--- src/rtl/imem_fetch_ctrl.sv ---
// Fetch sequencer for a synchronous-read instruction ROM: issues addresses,
// tracks the single outstanding read and buffers returned words for decode.
module imem_fetch_ctrl #(
   parameter logic [31:0] RESET_PC = 32'h0000_0000,
   parameter int          DEPTH    = 2
) (
   input  logic        clk_50,
   input  logic        rst,
   input  logic        fetch_en,
   output logic [31:0] mem_addr,
   input  logic [31:0] mem_inst,
   input  logic        redirect_valid,
   input  logic [31:0] redirect_pc,
   output logic        out_valid,
   input  logic        out_ready,
   output logic [31:0] out_pc,
   output logic [31:0] out_inst
);

   localparam int PW = $clog2(DEPTH);
   localparam int CW = $clog2(DEPTH + 1);

   logic [31:0]   r_fetch_pc;
   logic          r_req_q;
   logic [31:0]   r_req_pc_q;
   logic [PW-1:0] r_rd_ptr;
   logic [PW-1:0] r_wr_ptr;
   logic [CW-1:0] r_count;
   logic [31:0]   r_fifo_pc   [DEPTH];
   logic [31:0]   r_fifo_inst [DEPTH];

   logic          w_pop;
   logic          w_push;
   logic          w_issue;
   logic [CW:0]   w_occ;
   logic [1:0]    w_unused_rpc_lsb;

   assign w_unused_rpc_lsb = redirect_pc[1:0];

   assign mem_addr  = r_fetch_pc;
   assign out_valid = (r_count != '0);
   assign out_pc    = out_valid ? r_fifo_pc[r_rd_ptr]   : 32'h0;
   assign out_inst  = out_valid ? r_fifo_inst[r_rd_ptr] : 32'h0;

   assign w_pop  = out_valid && out_ready;
   assign w_push = r_req_q && !redirect_valid;
   // Credit check counts the read already in flight so a response always finds a free slot.
   assign w_occ   = {1'b0, r_count} + (CW+1)'(r_req_q) - (CW+1)'(w_pop);
   assign w_issue = fetch_en && !redirect_valid && (w_occ < (CW+1)'(DEPTH));

   always_ff @(posedge clk_50 or posedge rst) begin
      if (rst) begin
         r_fetch_pc <= RESET_PC;
         r_req_q    <= 1'b0;
         r_req_pc_q <= 32'h0;
         r_rd_ptr   <= '0;
         r_wr_ptr   <= '0;
         r_count    <= '0;
      end else if (redirect_valid) begin
         r_fetch_pc <= {redirect_pc[31:2], 2'b00};
         r_req_q    <= 1'b0;
         r_rd_ptr   <= '0;
         r_wr_ptr   <= '0;
         r_count    <= '0;
      end else begin
         r_req_q <= w_issue;
         if (w_issue) begin
            r_req_pc_q <= r_fetch_pc;
            r_fetch_pc <= r_fetch_pc + 32'd4;
         end
         if (w_push) r_wr_ptr <= r_wr_ptr + 1'b1;
         if (w_pop)  r_rd_ptr <= r_rd_ptr + 1'b1;
         case ({w_push, w_pop})
            2'b10:   r_count <= r_count + 1'b1;
            2'b01:   r_count <= r_count - 1'b1;
            default: r_count <= r_count;
         endcase
      end
   end

   // Storage needs no reset: entries are only visible while counted.
   always_ff @(posedge clk_50) begin
      if (w_push) begin
         r_fifo_pc[r_wr_ptr]   <= r_req_pc_q;
         r_fifo_inst[r_wr_ptr] <= mem_inst;
      end
   end

   a_no_overflow: assert property (@(posedge clk_50) disable iff (rst)
      !(w_push && r_count == CW'(DEPTH)));

endmodule

--- config.mk ---
export PLATFORM = sky130hd
export DESIGN_NAME = imem_fetch_ctrl
export DESIGN_NICKNAME = d
export VERILOG_FILES = /design/src/rtl/imem_fetch_ctrl.sv
export SDC_FILE = /design/constraint.sdc
export NUM_CORES = 1
export LEC_CHECK = 0
export CAP_MARGIN = 20
export CORE_UTILIZATION = 42
export DETAILED_ROUTE_END_ITERATION = 10
export HOLD_SLACK_MARGIN = 0.1
export PLACE_DENSITY = 0.7
export SETUP_SLACK_MARGIN = 0.15
export SKIP_LAST_GASP = 1
export SYNTH_ARGS = -nofsm -noshare
export SYNTH_HDL_FRONTEND = slang
export SYNTH_SLANG_ARGS = --single-unit
--- constraint.sdc ---
create_clock -name clk_50 -period 5.39 [get_ports clk_50]
set_input_delay 0.539 -clock clk_50 [delete_from_list [all_inputs] [get_ports clk_50]]
set_output_delay 0.539 -clock clk_50 [all_outputs]
set_load 0.02 [all_outputs]
==> results of run 1 <==
-- logic make-up after synthesis --
| logic type | share of synthesized area (%) |
|---|---|
| simple gates | 14.07 |
| flops | 68.13 |
| compound gates | 5.896 |
| mux | 8.031 |
| buf+inv | 2.470 |
| xor+xnor | 0.7808 |
| fa+ha+maj | 0.5736 |
| other cells | 0.04776 |
-- metal layers --
layer  track usage (%)  wire [µm]  vias up
met2             30.00       8320      183
li1                  -          -     2535
met4             5.965        187        0
met5                 0          0        -
met3             5.076       1102       17
met1             25.69       7903     2618
-- through the flow --
step	worst slack [ps]	power [µW]	util, %	hold WS (ps)
CTS	1749	4406	56.37	468.7
finish	1774	4367	56.52	474.9
global placement	1499	3153	53.23	449.3
detailed placement	1392	3190	53.23	456.4
floorplan	1502	2663	-	441.9
global route	1496	4585	56.52	487.9
-- Yosys cell counts (2+ instances only) --
cell type | count | area (µm²)
ha_1 | 2 | 25.02
o31a_1 | 2 | 17.52
nor2_1 | 71 | 266.5
nand2_1 | 126 | 473.0
and3_1 | 2 | 12.51
or4_1 | 2 | 15.01
inv_1 | 6 | 22.52
a21oi_1 | 2 | 10.01
a21o_1 | 2 | 15.01
nor4_4 | 2 | 42.54
buf_4 | 5 | 37.54
nand3_1 | 16 | 80.08
and2_1 | 3 | 18.77
a31oi_1 | 4 | 25.02
o311ai_1 | 2 | 17.52
nor3_1 | 3 | 15.01
or3_1 | 3 | 18.77
buf_2 | 7 | 35.03
mux2i_1 | 63 | 630.6
nand2b_1 | 2 | 12.51
xor2_1 | 3 | 26.28
o211ai_1 | 15 | 112.6
nor3b_1 | 3 | 22.52
dfrtp_1 | 65 | 1627
a221o_1 | 3 | 30.03
clkbuf_1 | 22 | 82.58
o311ai_0 | 12 | 105.1
edfxtp_1 | 124 | 3724
a22oi_1 | 2 | 15.01
xnor2_1 | 4 | 35.03
nand4_1 | 8 | 50.05
o21ai_0 | 14 | 70.07
-- registers in the layout (all words and copies together), names as in the netlist --
| name | cells |
|---|---|
| r_count | 2 |
| r_req_q | 1 |
| mem_addr | 30 |
| r_rd_ptr | 1 |
| r_fifo_inst | 64 |
| r_fifo_pc | 60 |
| r_wr_ptr | 1 |
| r_req_pc_q | 30 |
-- power breakdown --
group / switching, µW / leakage [µW] / internal, µW
clock network: 551 / 0.000281 / 664
logic: 627 / 0.00153 / 503
registers: 195 / 0.00194 / 1830
-- worst max-delay path, stage by stage (launching register included) --
cell and delay, ps:
dfrtp_1 460, nor2_4 140, inv_1 70, and2_1 210, ha_1 270, nand2b_1 150, fa_1 380, xor2_1 330
or3_2 230, clkinv_4 270, nor2_1 660, o21ai_0 220, o211ai_1 130
-- worst min-delay path by stage --
stage | start | to | slack, ps
5_1_grt | r_req_pc_q[7] | r_fifo_pc[1][7] | 490
2_1_floorplan | r_req_pc_q[10] | r_fifo_pc[0][10] | 440
3_5_place_dp | r_req_pc_q[12] | r_fifo_pc[1][12] | 460
6_report | r_req_pc_q[14] | r_fifo_pc[1][14] | 470
3_3_place_gp | r_req_pc_q[12] | r_fifo_pc[1][12] | 450
4_1_cts | r_req_pc_q[14] | r_fifo_pc[1][14] | 470
-- layout make-up --
class                           instances  area, µm²
Clock buffer                           20      446.7
Clock inverter                         12      122.6
Fill cell                            1499       7890
Inverter                                8      35.03
Multi-Input combinational cell        389       2341
Sequential cell                       189       5354
Tap cell                              229      286.5
Timing Repair Buffer                  167       1672
==> summary by stage, run 1 <==
Cells and area
The leading cell type in the layout, fill and taps excluded is clkdlybuf4s50_1. The final layout net count is 844. The ratio of cells with drive above 1 in the final layout is 6.497%. In the layout the commonest cells are clkdlybuf4s50_1 (159), nand2_1 (126), edfxtp_1 (124). The number of standard cells in the final layout excluding fillers is 1014. The finished cells cover 0.01026 mm². The repair_antennas step left the layout with diodes totalling 0. The area growth from synthesis to layout is 30.62%.

Critical path
The worst setup path is captured at a register. Across all register-to-register paths, the minimum setup slack is 1770 ps. The start point of the critical path is r_count[0]. The worst reg2reg path startpoint is r_count[0].

Measured in cells, the most critical reg-to-reg path has a length of 12. In this run the worst setup path terminates at mem_addr[23]. At the worst endpoint, the required time is 5730 ps. The largest driver fanout on the critical path is 44. Data arrives at the worst endpoint at 3960 ps.

STA classifies the critical path startpoint as a register. The type of the worst setup path is reg -> reg. The capture point of the worst reg-to-reg path is mem_addr[23].

Floorplan
The floorplan step set the die height to 138.7 µm. The total area inside the core boundary comes to 0.01815 mm². The die width is 138.7 µm. The total die area is 0.01925 mm². The number of standard-cell rows in the floorplan is 49. The total I/O pin count is 166. The initial core utilization is 43.27%.

Route
The residual DRC count is 11. The initial detailed-routing violation count is 316. The total wirelength of the detailed-routed design is 17510 µm. Dividing the detail-routed via count by the number of cells gives 5.279.

Detailed routing inserted a total of 5353 vias. The wire length per cell is 17.27 µm. In this run the remaining antenna-violating nets after routing total 0. The number of detailed-routing iterations run before antenna repair is 8.

Timing
Timing would allow up to 276.5 MHz. Setup violations remaining at the end of the flow were counted as 0. The worst pin sits at a relative slew slack of 44.09%. The share of the clock period used by the worst path after layout is 67.09%. The number of slew-limit violations in the final report came to 0. Setup repair after global routing left no endpoint under its margin.

The summed negative setup slack over all endpoints is 0 ps. The minimum period implied by the final worst setup slack is 3616 ps. The measured slew at the worst slew-check pin is 838.7 ps.

For the final database, setup skew stands at 9.807 ps. The final-report hold violation count was 0.

Placement
The weighted congestion reported at the end of routability-driven placement is 0.8698. Port buffering added 159 buffers. The HPWL after detailed placement is 11210 µm. Once placement completed, the tool counted placed cells totaling 981. In this run the cell area measured after placement is 0.009661 mm².

Clock tree
The hold buffer count at cts is 0. The clock root buffer is clkbuf_16. After clock tree synthesis, the clock-pin slew on the worst setup and hold paths is 70 ps. The clock passes through at most 2 buffers.

The later-pin clock latency in the skew report is 420 ps. The number of setup buffers added after CTS is 0. The number of clock buffers inserted by TritonCTS is 17. The post-cts sizing count is 0. The depth of the CTS H-tree is 4. The number of sinks handled by clock tree synthesis is 189. TritonCTS built the clock tree.

Power
For this design the ratio of total power to cell area is 425.7 mW/mm². Summed over all cells, the static leakage comes to 0.003747 µW. VDD sags by at most 0.2843 mV.

Global route
The global-route wire length before repair is 28550 µm. Global routing finished with a remaining overflow of 0. The total routing resource utilization after global routing is 18.99%. The initial antenna violation count is 0. Entering global routing, the biggest net connects 66 pins. The number of global-route vias before repair is 5515.

Yosys
Yosys mapped a number of flops with a built-in enable equal to 124. For this run, asynchronously set or reset flops after synthesis account for 34.39%. The sequential fraction of the synthesis area is 68.13%. The synthesized design contains 189 register bits.

Synthesis produced 618 cells. For this run, the leading register cell type out of synthesis is edfxtp_1. The area of the mapped netlist is 0.007853 mm².

The mean post-synth cell area is 12.71 µm². Synthesis instantiated 50 different standard cells from the library. Yosys printed 0 warnings.

Run status
The run finished, with violations left. The checks that failed: DRC.

Worst hold path
The worst hold path was traced through 0 stages. The path category of the worst min-delay check is reg -> reg.

Flow run
The number of max-capacitance violations reported is 0.
Power figures use the tool's default switching activity.
==> run 2: changes to the inputs <==
==> constraint.sdc (replaced) <==
create_clock -name clk_50 -period 2.94 [get_ports clk_50]
set_input_delay 0.294 -clock clk_50 [delete_from_list [all_inputs] [get_ports clk_50]]
set_output_delay 0.294 -clock clk_50 [all_outputs]
set_load 0.02 [all_outputs]
==> run 2 against run 1 <==
  * The run still ends with DRC left
  * Sequential share of layout area shrank 2.3 points
  * Via count rose by 2.1%
  * Clock power grew 86%
  * Fmax increased by 25%
  * Worst setup slack got worse by 1700 ps
  * Critical path depth grew 1
  * Total power rose by 90%
  * Wire length up 4.8%
==> summary by stage, run 2 (synthesized netlist as in run 1, its figures left out) <==
Run status
The flow ran to the end, but the final reports show violations. The final reports fail on DRC.

Clock tree
The clock-pin slew on the worst setup and hold paths is 70 ps (about the same). The clock root buffer is clkbuf_16. The hold buffer count at cts is 0 (unchanged). The depth of the CTS H-tree was 4 (unchanged). The maximum number of buffers from clock root to sink is 2 (unchanged). The CTS tree is done. The number of sinks handled by clock tree synthesis was 189 (unchanged). The number of clock buffers inserted by TritonCTS was 17 (unchanged). The later-pin clock latency in the skew report is 430 ps (about the same).

Timing
The minimum period implied by the final worst setup slack is 2886 ps (-730.4 ps). The final-report hold violation count was 0 (unchanged). The measured slew at the worst slew-check pin came to 864.4 ps (+25.71 ps). The share of the clock period used by the worst path after layout is 98.16% (+31 points). The setup-violating endpoint count in the final report came to 0 (unchanged). The number of slew-limit violations in the final report came to 0 (unchanged).

The worst clock skew is 15.60 ps (+5.797 ps). The worst hold slack across all endpoints is 423.2 ps (-51.65 ps). Setup repair after global routing could not meet its margin everywhere. The smallest setup slack after layout is 54.00 ps (-1720 ps). The relative max-transition margin is 42.37% (-1.7 points). The fmax came to 346.5 MHz (+25%).

Route
The total wirelength of the detailed-routed design came to 18350 µm (+4.8%). The initial detailed-routing violation count is 257 (-19%). The remaining antenna violation count is 0 (unchanged). The wire length per cell is 17.56 µm (+1.7%). The mean number of vias per cell was 5.232 (-0.90%). The total vias in the final route was 5467 (+2.1%). The residual DRC count is 11 (unchanged). The number of detailed-routing iterations run before antenna repair came to 8 (unchanged).

Critical path
The worst register-to-register path begins at r_count[1]. The endpoint identified for the worst register-to-register timing path is mem_addr[11]. The worst setup path is captured at a register. The register-to-register setup slack was 50 ps (-1720 ps). The worst setup path is launched from a register. The most critical setup path has its startpoint at r_count[1]. The largest driver fanout on the critical path is 7 (-84%). The data required time of the critical path was 3280 ps (-2450 ps). The depth of the most critical reg-to-reg path is 13 (+1).

The worst path arrival time is 3220 ps (-740 ps). The most critical setup path has its endpoint at mem_addr[11]. The critical path in this run is classified as reg -> reg.

Cells and area
The post-layout utilization of the core was 59.20% (+2.7 points). Leaving out fill and tap cells, the most frequent cells in the layout are clkdlybuf4s50_1 (159), nand2_1 (125), edfxtp_1 (124). The number of flip-flops in the largest register was 64 (unchanged). The largest registers in the layout are r_fifo_inst: 64 flops, r_fifo_pc: 60 flops. The ratio of cells with drive above 1 in the final layout came to 12.62% (+6.1 points). The antenna cell count is 0 (unchanged). The register with the most flip-flops in the final layout is r_fifo_inst.

The final layout net count came to 875 (+3.7%). The area growth from synthesis to layout is 36.81%. The final design area excluding fillers came to 0.01074 mm² (+4.7%). Leaving out fill and tap cells, the most frequent cell in the layout is clkdlybuf4s50_1.

Floorplan
The initial core utilization came to 43.27% (unchanged). The total die area is 0.01925 mm² (unchanged). The die width is 138.7 µm (unchanged).

The total I/O pin count is 166 (unchanged). The height of the die is 138.7 µm (unchanged). The number of standard-cell rows in the floorplan came to 49 (unchanged). The floorplan core area is 0.01815 mm² (unchanged).

Worst hold path
The min-delay analysis places its worst path in the category in -> reg.

Global route
The number of global-route vias before repair is 5604 (+1.6%). The overall overflow remaining after global route is 0 (unchanged). The global-route wire length before repair came to 29130 µm (+2.0%). The largest net degree at the start of global routing is 66 (unchanged).

The initial antenna violation count came to 0 (unchanged). The total routing resource utilization after global routing is 19.49% (+0.50 points).

Power
The power density normalized to cell area is 774.3 mW/mm² (+82%). The switching share of total power is 31.98% (+0.53 points). The maximum vdd ir drop is 0.4341 mV (+53%).

The net switching power is 2660 µW (+94%). The share of total power in the clock network is 27.3% (-0.5 points). The proportion of power drawn by flip-flops and latches is 44.4% (-1.9 points).

The internal power consumption was 5658 µW (+89%). The portion of total power attributed to combinational logic is 28.3% (+2.4 points). The leakage power is 0.003971 µW (+6.0%).

Placement
The weighted congestion reported at the end of routability-driven placement is 0.8759 (+0.70%). The worst slack at placement is -347.1 ps (-1739 ps). The HPWL after detailed placement is 11840 µm (+5.7%). The cell area reported after detailed placement is 0.009912 mm² (+2.6%). The count of buffers from port buffering is 159 (unchanged).

Flow run
The number of max-capacitance violations reported is 0 (unchanged).
## run 2: cell type report
class                           instances  area, µm²
Timing Repair Buffer                  198       2003
Inverter                                8      42.54
Tap cell                              229      286.5
Clock inverter                         13      116.4
Multi-Input combinational cell        389       2464
Clock buffer                           19      475.5
Fill cell                            1463       7405
Sequential cell                       189       5355
## run 2: how the worst min path moves through the flow
| stage | to | startpoint | cells after the start | slack [ps] |
|---|---|---|---|---|
| 5_1_grt | r_fifo_inst[0][28] | mem_inst[28] | 1 | 430 |
| 3_3_place_gp | r_fifo_pc[1][30] | r_req_pc_q[30] | 0 | 450 |
| 3_5_place_dp | r_fifo_pc[0][11] | r_req_pc_q[11] | 0 | 460 |
| 6_report | mem_addr[2] | redirect_pc[2] | 3 | 420 |
| 2_1_floorplan | r_fifo_inst[0][0] | mem_inst[0] | 0 | 390 |
| 4_1_cts | mem_addr[22] | redirect_pc[22] | 3 | 410 |
## run 2: routing by layer
metal	track usage [%]	wire [µm]	up-vias
met2	30.48	8493	193
met3	4.731	1042	22
met5	0	0	-
li1	-	-	2593
met4	6.667	260	0
met1	26.74	8554	2659
## run 2: worst max-delay path, cell delays in order (launching register included)
cell	delay [ps]
dfrtp_2	430
nor2_4	130
inv_2	40
and2_4	160
ha_4	200
nand2b_4	130
fa_2	540
nand2_2	60
or3_4	380
clkinv_8	90
buf_12	110
nand4_1	160
buf_4	200
o211ai_1	180
## run 2: power by group through the flow
stage	clock network [µW]	registers, µW	logic [µW]
3_5_place_dp	0	3740	2260
6_report	2270	3690	2360
5_1_grt	2420	3740	2550
2_1_floorplan	0	3680	1260
4_1_cts	2330	3690	2310
3_3_place_gp	0	3700	2220
## run 2: through the flow
step | setup TNS [ps] | power (µW) | cells
6_report | 0 | 8318 | 1045
5_1_grt | -302.3 | 8706 | 1045
4_1_cts | 0 | 8327 | 1037
3_5_place_dp | -13580 | 6001 | 1000
3_3_place_gp | -8638 | 5921 | 1000
2_1_floorplan | -1633 | 4948 | 621
## run 2: what timing repair did
item | in CTS | in global routing
pin swaps | 1 | 15
resized for setup | 10 | 26
buffers inserted | 5 | 6
gates cloned | 0 | 2
setup endpoints to repair | 60 | 40
